`config.mk`:
```
export PLATFORM = sky130hd
export DESIGN_NAME = adat_vevo
export DESIGN_NICKNAME = d
export VERILOG_FILES = /design/src/rtl/adat_vevo_pkg.sv /design/src/rtl/adat_vevo_prbs7_check.sv /design/src/rtl/adat_vevo.sv
export SDC_FILE = /design/constraint.sdc
export NUM_CORES = 1
export LEC_CHECK = 0
export CORE_UTILIZATION = 57
export CTS_BUF_LIST = sky130_fd_sc_hd__clkbuf_4 sky130_fd_sc_hd__clkbuf_8
export DETAILED_ROUTE_END_ITERATION = 10
export GPL_ROUTABILITY_DRIVEN = 0
export PLACE_DENSITY = 0.84
export SLEW_MARGIN = 20
export SYNTH_ARGS = -nofsm -noshare
export SYNTH_HDL_FRONTEND = slang
export SYNTH_HIERARCHICAL = 1
export SYNTH_SLANG_ARGS = --single-unit
export TNS_END_PERCENT = 30
```
`constraint.sdc`:
```
create_clock -name clock -period 2.7 [get_ports clock]
set_input_delay 0.405 -clock clock [delete_from_list [all_inputs] [get_ports clock]]
set_output_delay 0.405 -clock clock [all_outputs]
set_load 0.05 [all_outputs]
```
`src/rtl/adat_vevo_pkg.sv`:
```
// Shared constants for the ADAT_VEVO 16-QAM symbol receiver: checker state
// encoding, PRBS-7 taps and default block parameters.
package adat_vevo_pkg;

  typedef enum logic [1:0] {
    ST_HUNT   = 2'd0,
    ST_SYNC   = 2'd1,
    ST_LOCKED = 2'd2
  } chk_state_e;

  // PRBS-7, x^7 + x^6 + 1: next bit = lfsr[6] ^ lfsr[5], newest bit in lfsr[0].
  localparam int PRBS_LEN    = 7;
  localparam int PRBS_TAP_A  = 6;
  localparam int PRBS_TAP_B  = 5;

  localparam int WIN_BITS    = 6;

  localparam int DEF_SYM_BITS = 4;
  localparam int DEF_LOCK_CNT = 16;
  localparam int DEF_LOSS_ERR = 4;

endpackage

```
`src/rtl/adat_vevo_prbs7_check.sv`:
```
// PRBS-7 stream checker: HUNT fills the LFSR, SYNC confirms LOCK_CNT matches,
// LOCKED free-runs the LFSR and counts bit errors with a 64-bit loss window.
module prbs7_check
  import adat_vevo_pkg::*;
#(
  parameter int LOCK_CNT = DEF_LOCK_CNT,
  parameter int LOSS_ERR = DEF_LOSS_ERR
) (
  input  logic        clock,
  input  logic        reset,
  input  logic        bit_valid,
  input  logic        rx_bit,
  input  logic        err_clr,
  output logic        lock,
  output logic [15:0] err_cnt,
  output chk_state_e  state_dbg
);

  localparam int MATCH_W = $clog2(LOCK_CNT);
  localparam int WERR_W  = $clog2(LOSS_ERR + 1);
  localparam logic [2:0]         FILL_LAST  = 3'(PRBS_LEN - 1);
  localparam logic [MATCH_W-1:0] MATCH_LAST = MATCH_W'(LOCK_CNT - 1);
  localparam logic [WERR_W:0]    LOSS_LIM   = (WERR_W + 1)'(LOSS_ERR);

  chk_state_e                state_q, state_d;
  logic [PRBS_LEN-1:0]       lfsr_q, lfsr_d;
  logic [2:0]                fill_q, fill_d;
  logic [MATCH_W-1:0]        match_q, match_d;
  logic [WIN_BITS-1:0]       win_q, win_d;
  logic [WERR_W-1:0]         werr_q, werr_d;
  logic [WERR_W:0]           werr_sum;
  logic [15:0]               err_q, err_d;
  logic                      lock_q;
  logic                      pred;
  logic                      mism;
  logic                      err_hit;

  always_comb begin
    pred     = lfsr_q[PRBS_TAP_A] ^ lfsr_q[PRBS_TAP_B];
    mism     = rx_bit ^ pred;
    werr_sum = {1'b0, werr_q} + {{WERR_W{1'b0}}, mism};
    state_d  = state_q;
    lfsr_d   = lfsr_q;
    fill_d   = fill_q;
    match_d  = match_q;
    win_d    = win_q;
    werr_d   = werr_q;
    err_hit  = 1'b0;
    if (bit_valid) begin
      case (state_q)
        ST_HUNT: begin
          lfsr_d = {lfsr_q[PRBS_LEN-2:0], rx_bit};
          if (fill_q == FILL_LAST) begin
            state_d = ST_SYNC;
            fill_d  = '0;
            match_d = '0;
          end else begin
            fill_d = fill_q + 1'b1;
          end
        end
        ST_SYNC: begin
          lfsr_d = {lfsr_q[PRBS_LEN-2:0], rx_bit};
          if (mism) begin
            state_d = ST_HUNT;
            fill_d  = '0;
          end else if (match_q == MATCH_LAST) begin
            state_d = ST_LOCKED;
            win_d   = '0;
            werr_d  = '0;
          end else begin
            match_d = match_q + 1'b1;
          end
        end
        ST_LOCKED: begin
          // Once locked the received bit no longer steers the LFSR.
          lfsr_d  = {lfsr_q[PRBS_LEN-2:0], pred};
          win_d   = win_q + 1'b1;
          err_hit = mism;
          if (werr_sum >= LOSS_LIM) begin
            state_d = ST_HUNT;
            fill_d  = '0;
          end else if (win_q == {WIN_BITS{1'b1}}) begin
            werr_d = '0;
          end else begin
            werr_d = werr_sum[WERR_W-1:0];
          end
        end
        default: begin
          state_d = ST_HUNT;
          fill_d  = '0;
        end
      endcase
    end
    err_d = err_q;
    if (err_clr) begin
      err_d = '0;
    end else if (err_hit && (err_q != 16'hFFFF)) begin
      err_d = err_q + 16'd1;
    end
  end

  always_ff @(posedge clock or negedge reset) begin
    if (!reset) begin
      state_q <= ST_HUNT;
      lfsr_q  <= '0;
      fill_q  <= '0;
      match_q <= '0;
      win_q   <= '0;
      werr_q  <= '0;
      err_q   <= '0;
      lock_q  <= 1'b0;
    end else begin
      state_q <= state_d;
      lfsr_q  <= lfsr_d;
      fill_q  <= fill_d;
      match_q <= match_d;
      win_q   <= win_d;
      werr_q  <= werr_d;
      err_q   <= err_d;
      lock_q  <= (state_q == ST_LOCKED);
    end
  end

  assign lock      = lock_q;
  assign err_cnt   = err_q;
  assign state_dbg = state_q;

endmodule

```
`src/rtl/adat_vevo.sv`:
```
// ADAT_VEVO receiver top: serial-to-symbol deserializer plus PRBS-7 lock checker.
// data_change is a valid-only strobe (no ready): every high cycle consumes exactly one adat_be bit.
module adat_vevo
  import adat_vevo_pkg::*;
#(
  parameter int SYM_BITS = DEF_SYM_BITS,
  parameter int LOCK_CNT = DEF_LOCK_CNT,
  parameter int LOSS_ERR = DEF_LOSS_ERR
) (
  input  logic                clock,
  input  logic                reset,
  input  logic                adat_be,
  input  logic                data_change,
  input  logic                err_clr,
  output logic [SYM_BITS-1:0] symbol,
  output logic                symbol_valid,
  output logic                lock,
  output logic [15:0]         err_cnt,
  output chk_state_e          state_dbg
);

  localparam int CNT_W = $clog2(SYM_BITS);
  localparam logic [CNT_W-1:0] CNT_LAST = CNT_W'(SYM_BITS - 1);

  logic [SYM_BITS-2:0] sr_q;
  logic [SYM_BITS-1:0] sr_d;
  logic [CNT_W-1:0]    bit_cnt_q;

  assign sr_d = {sr_q, adat_be};

  // Framing runs purely on strobes; checker lock state never realigns it.
  always_ff @(posedge clock or negedge reset) begin
    if (!reset) begin
      sr_q         <= '0;
      bit_cnt_q    <= '0;
      symbol       <= '0;
      symbol_valid <= 1'b0;
    end else begin
      symbol_valid <= 1'b0;
      if (data_change) begin
        sr_q <= sr_d[SYM_BITS-2:0];
        if (bit_cnt_q == CNT_LAST) begin
          bit_cnt_q    <= '0;
          symbol       <= sr_d;
          symbol_valid <= 1'b1;
        end else begin
          bit_cnt_q <= bit_cnt_q + 1'b1;
        end
      end
    end
  end

  prbs7_check #(
    .LOCK_CNT (LOCK_CNT),
    .LOSS_ERR (LOSS_ERR)
  ) u_check (
    .clock     (clock),
    .reset     (reset),
    .bit_valid (data_change),
    .rx_bit    (adat_be),
    .err_clr   (err_clr),
    .lock      (lock),
    .err_cnt   (err_cnt),
    .state_dbg (state_dbg)
  );

endmodule

```
# [Yosys cells after proc, flatten, opt, wreduce, memory -nomap -nowiden]
# Index checks and enable logic that the tools add are counted.
[totals] register_bits=52 input_bits=5 output_inout_bits=24 word_cells=79
[op_classes] addsub=6 n_lt_le_gt_ge=1 eq_ne=15 muxes=29 bitwise_logic=2 reduce_logical=14
[op_table] cell="16-bit 2-to-1 mux" count=2
[op_table] cell="3-bit 2-to-1 mux" count=7
[op_table] cell="16-bit by 1-bit adder with 16-bit output, second input constant" count=1
[op_table] cell="16-bit inequality test, second input constant" count=1
[op_table] cell="7-bit case mux with 2 select lines" count=1
[op_table] cell="4-bit 2-to-1 mux" count=3
[op_table] cell="6-bit 2-to-1 mux" count=2
[op_table] cell="6-bit case mux with 2 select lines" count=1
[op_table] cell="2-bit 2-to-1 mux" count=5
[op_table] cell="5-bit AND reduction" count=2
[op_table] cell="3-bit case mux with 3 select lines" count=1
[op_table] cell="2-bit by 1-bit inequality test with 1-bit output, second input constant" count=4
[op_table] cell="4-bit case mux with 2 select lines" count=1
[op_table] cell="4-bit AND reduction" count=2
[op_table] cell="2-bit nonzero test" count=4
[op_table] cell="6-bit by 1-bit adder with 6-bit output, second input constant" count=1
[op_table] cell="6-bit == test, second input constant" count=1
[op_table] cell="2-bit inequality test, second input constant" count=3
[op_table] cell="2-bit case mux with 3 select lines" count=1
[op_table] cell="3-bit case mux with 2 select lines" count=1
[op_table] cell="3-bit by 1-bit adder with 4-bit output" count=1
[op_table] cell="4-bit by 1-bit adder with 4-bit output, second input constant" count=1
[op_table] cell="2-bit == test, second input constant" count=2
[op_table] cell="4-bit == test, second input constant" count=1
[op_table] cell="13 further kinds" count=18

# [Depth between registers and ports, before layout]
[logic_depth] depth_word=7 mapped_depth=7 depth_no_buf=7

# [Modules after synthesis]
# Netlist, hierarchy kept.
[by_module_without_submodules] module="prbs7_check" n_inst=1 cells_per_inst=226 area_each_um2=2294.7 seq_area_each_um2=1051.0
[by_module_without_submodules] module="adat_vevo" n_inst=1 cells_per_inst=24 area_each_um2=410.4 seq_area_each_um2=250.2

# [Worst setup path after synthesis]
# OpenSTA, ideal clock, no wires.
[synth_timing] path_type="reg-to-reg" start="register u_check.err_q[0], in the netlist u_check/err_cnt[0]" end="register u_check.err_q[14], in the netlist u_check/err_cnt[14]" setup_ns=0.078 t_arrival_ns=2.162 required_time_ns=2.622 path_slack_ns=0.460 stages_incl_launch_ff=6 n_path_buf=0 period_less_slack_ns=2.240 cell_sequence="dfrtp_1 > ha_1 > nand4_1 > or3_1 > or4_1 > a21oi_1"
[synth_via] elab_chain_len=3 word_cells_on_any_way=6 classes_between="add/sub (1); eq/ne (1); mux (2); reduce/logical (2)"
[synth_rtl] element="from (decl)" line="adat_vevo_prbs7_check.sv:32" rtl="logic [15:0] err_q, err_d;"
[synth_rtl] element="from (signal assigned)" line="adat_vevo_prbs7_check.sv:119" rtl="err_q <= err_d;"
[synth_rtl] element="16-bit by 1-bit adder with 16-bit output or 16-bit inequality test (tied branches)" line="adat_vevo_prbs7_check.sv:98, adat_vevo_prbs7_check.sv:97"
[synth_rtl] element="16-bit 2-to-1 mux or 1-bit logical AND (tied branches)" line="adat_vevo_prbs7_check.sv:97" rtl="end else if (err_hit && (err_q != 16'hFFFF)) begin"
[synth_rtl] element="16-bit 2-to-1 mux or 2-bit nonzero test (tied branches)"
# Several ways; a longest one is shown, not always the timed one. The select of a mux whose other input is x is not followed.
# A chain may end at the register's enable or synchronous reset.

# [Final worst setup path]
[layout_timing] start="register u_check.lfsr_q[5]" end="register u_check.fill_q[0]"
[layout_via] elab_chain_len=6 word_cells_on_any_way=7 classes_between="add/sub (1); order compare (1); eq/ne (2); bitwise (2); reduce/logical (1)"
[layout_rtl] element="from (decl)" line="adat_vevo_prbs7_check.sv:26" rtl="logic [PRBS_LEN-1:0] lfsr_q, lfsr_d;"
[layout_rtl] element="from (signal assigned)" line="adat_vevo_prbs7_check.sv:114" rtl="lfsr_q <= lfsr_d;"
[layout_rtl] element="1-bit bitwise XOR *" line="adat_vevo_prbs7_check.sv:39" rtl="pred = lfsr_q[PRBS_TAP_A] ^ lfsr_q[PRBS_TAP_B];"
[layout_rtl] element="1-bit bitwise XOR *" line="adat_vevo_prbs7_check.sv:40" rtl="mism = rx_bit ^ pred;"
[layout_rtl] element="3-bit by 1-bit adder with 4-bit output" line="adat_vevo_prbs7_check.sv:41" rtl="werr_sum = {1'b0, werr_q} + {{WERR_W{1'b0}}, mism};"
[layout_rtl] element="4-bit by 3-bit >= comparator with 1-bit output" line="adat_vevo_prbs7_check.sv:79" rtl="if (werr_sum >= LOSS_LIM) begin"
[layout_rtl] element="2-bit by 1-bit inequality test with 1-bit output (no source line)"
[layout_rtl] element="3-bit AND reduction (no source line) *"
[layout_rtl] element="to (signal assigned)" line="adat_vevo_prbs7_check.sv:115" rtl="fill_q <= fill_d;"
[layout_rtl] element="to (decl)" line="adat_vevo_prbs7_check.sv:27" rtl="logic [2:0] fill_q, fill_d;"
# Mark *: on every way between the ends. The rest lies on a longest branch, timed or not.

==> out/qor.csv <==
metric;value;unit
status;complete, no violations;
dr.pass1.iters;6;
netlist_top_cells_count;dfrtp_1 (52), a21oi_1 (19), mux2_2 (14);
numCtsBuffers;5;
synthCells;250;
io_pins;29;
yosys.cell_count.top_type;dfrtp_1;
yosysTopAreaCell;dfrtp_1;
max_freq;441;MHz
grt_start_max_net_pins;53;
hold_class;in2async;
antenna_found_initial;0;
multi_input_area;1320;µm²
clk_pin_slew;0.10;ns
synth_area;2710;µm²
cts_tree;done;
tightest_slew;0.646;ns
grt.total_usage;0.238;
seq_area;1300;µm²
grt_pass1_vias;2062;
nFillCells;343;
wl_per_cell;15.9;µm
post-cts-setup-buffers;0;
overflow;0;
row_count;24;
chipWidth;70.9;µm
synthesis.nets;261;
critPathKind;reg2reg;
avgSynthCellArea;10.8;µm²
synth_edf_count;0;
ys_dominant_reg_cell;dfrtp_1;
seq_area_frac_synth;0.481;
cts_resized;0;
max_cap_violations;0;
viasPerCell;6.23;
synth_cell_type_count;52;
setup_violations;0;
relSlewSlack;0.569;
cts_hold_buffers;0;
route.detailed.drc;0;
synthTopCellsByArea;dfrtp_1 (48%), mux2_2 (5.8%), a21oi_1 (3.5%), ha_1 (2.8%), mux2_4 (2.2%);
ys_warn_count;6;
cts_buffer_depth;2;
end_kind;flop;
die-area;5030;µm²
setup_tns;0;ns
routed_wl;5340;µm
antenna_left;0;
post-route-min-period;2.27;ns
postLayoutCoreUtil;0.715;
drv_slew;0;
ir_drop;0.000347;V
crit_required;2.90;ns
diodes;0;
p_leak;1.39;nW
start_util;0.609;
cts_htree_levels;2;
portBuffers;28;
syn2layout_area_growth;17.5;%
yosysTopAreaCellShare;0.481;
insertion_delay;0.31;ns
hold_viol;0;
fp.dieH;70.9;µm
drive_above_1_share;0.151;
async_flop_share;1.00;
pwr_density_cell;746;nW/µm²
fin_worst_skew;0.00959;ns
cts_root_buffer;clkbuf_8;
synth_seq_cells;52;
clock-sinks;52;
worstPathMaxFanout;4;
worst-endpoint-arrival;2.47;ns
dp_hpwl;3610;µm
critPathLaunchType;flop;
design.core.area;4440;µm²
grt_pass1_wl;9420;µm
fin_nets;295;
route.vias.total;2101;
drtIter0Drc;136;
rsz0062_at_grt;no;
min_period_over_period;0.840;
power by group:
| group | leakage [nW] | switching (W) | internal, W |
|---|---|---|---|
| combinational | 0.661 | 0.000403 | 0.000361 |
| clock | 0.0541 | 0.000262 | 0.000275 |
| sequential | 0.673 | 0.000136 | 0.000934 |
| total | 1.39 | 0.000801 | 0.00157 |
path summary, 6_finish.rpt:
check / from / endpoint / slack, ns / depth (start not counted)
max in group asynchronous: reset / u_check/err_cnt[1]$_DFFE_PN0P_ / 2.06 / 2
max reg2reg: u_check/lfsr_q[5]$_DFFE_PN0P_ / u_check/fill_q[0]$_DFFE_PN0P_ / 0.43 / 7
min: reset / symbol[3]$_DFFE_PN0P_ / 0.18 / 2
max: u_check/lfsr_q[5]$_DFFE_PN0P_ / u_check/fill_q[0]$_DFFE_PN0P_ / 0.43 / 7
min in group clock: u_check/win_q[5]$_DFFE_PN0P_ / u_check/win_q[5]$_DFFE_PN0P_ / 0.48 / 1
min reg2reg: u_check/win_q[5]$_DFFE_PN0P_ / u_check/win_q[5]$_DFFE_PN0P_ / 0.48 / 1
state kept, by name, summed over array words and instances, names as in the netlist:
register,count
bit_cnt_q,2
sr_q,3
symbol,4
symbol_valid,1
u_check/err_cnt,16
u_check/fill_q,3
u_check/lfsr_q,7
u_check/lock,1
u_check/match_q,4
u_check/state_dbg,2
u_check/werr_q,3
u_check/win_q,6
stage by stage:
stage	power, W	setup WS, ns	hold WS [ns]	cell area [µm²]	std cells
4_1_cts	0.00238	0.441	0.226	3180	337
3_3_place_gp	0.00182	0.167	0.457	3070	329
6_report	0.00237	0.432	0.180	3180	337
2_1_floorplan	0.00162	0.460	0.109	2710	250
3_5_place_dp	0.00185	0.139	0.469	3070	329
5_1_grt	0.00250	0.292	0.259	3180	337
cells in the final DEF, fill, tap and decap left out, types with 3 or more instances in the layout:
cell type and n:
mux2i_1 5, mux2_1 4, o21ai_0 8, nor2_1 11
nand2_1 11, clkbuf_8 5, ha_1 6, mux2_4 4
and3_1 3, dfrtp_1 52, clkdlybuf4s50_1 27, a2111oi_1 3
nand2b_1 6, or3_1 5, nand4_1 5, o31ai_1 8
a31oi_1 3, mux2_2 14, nor2b_1 6, a21oi_1 19
nand3_1 11, a22o_1 4, buf_4 9, inv_1 11
or4_1 8
final cells by class:
class | count | area share
inverter | 11 | 0.0130
multi-input combinational | 177 | 0.414
tap | 52 | 0.0205
timing repair buffer | 37 | 0.108
clock buffer | 5 | 0.0217
clock inverter | 3 | 0.0134
sequential | 52 | 0.409
critical path, stage by stage, from the launching register on:
cell and delay [ns]:
dfrtp_1 0.42, xor3_2 0.48, ha_1 0.21, ha_1 0.19, and2_1 0.15, a21oi_1 0.26, o211ai_1 0.15, mux2_2 0.30
logic make-up (layout without fill, tap and decap cells):
group,after synthesis,count (layout),share of synthesized area
compound gates,58,58,0.144
flops,52,52,0.481
simple gates,84,84,0.187
xor+xnor,2,2,0.0125
fa+ha+maj,6,6,0.0278
buf+inv,21,56,0.0324
mux,27,27,0.116
routing by layer:
metal  wire length [µm]  global-route usage  vias to the layer above
li1                   -                   -                     1001
met1               2400               0.303                     1056
met2               2710               0.409                       39
met3                190              0.0570                        5
met4                 46              0.0667                        0
met5                  0                   0                        -
(Power assumes the default switching activity.)
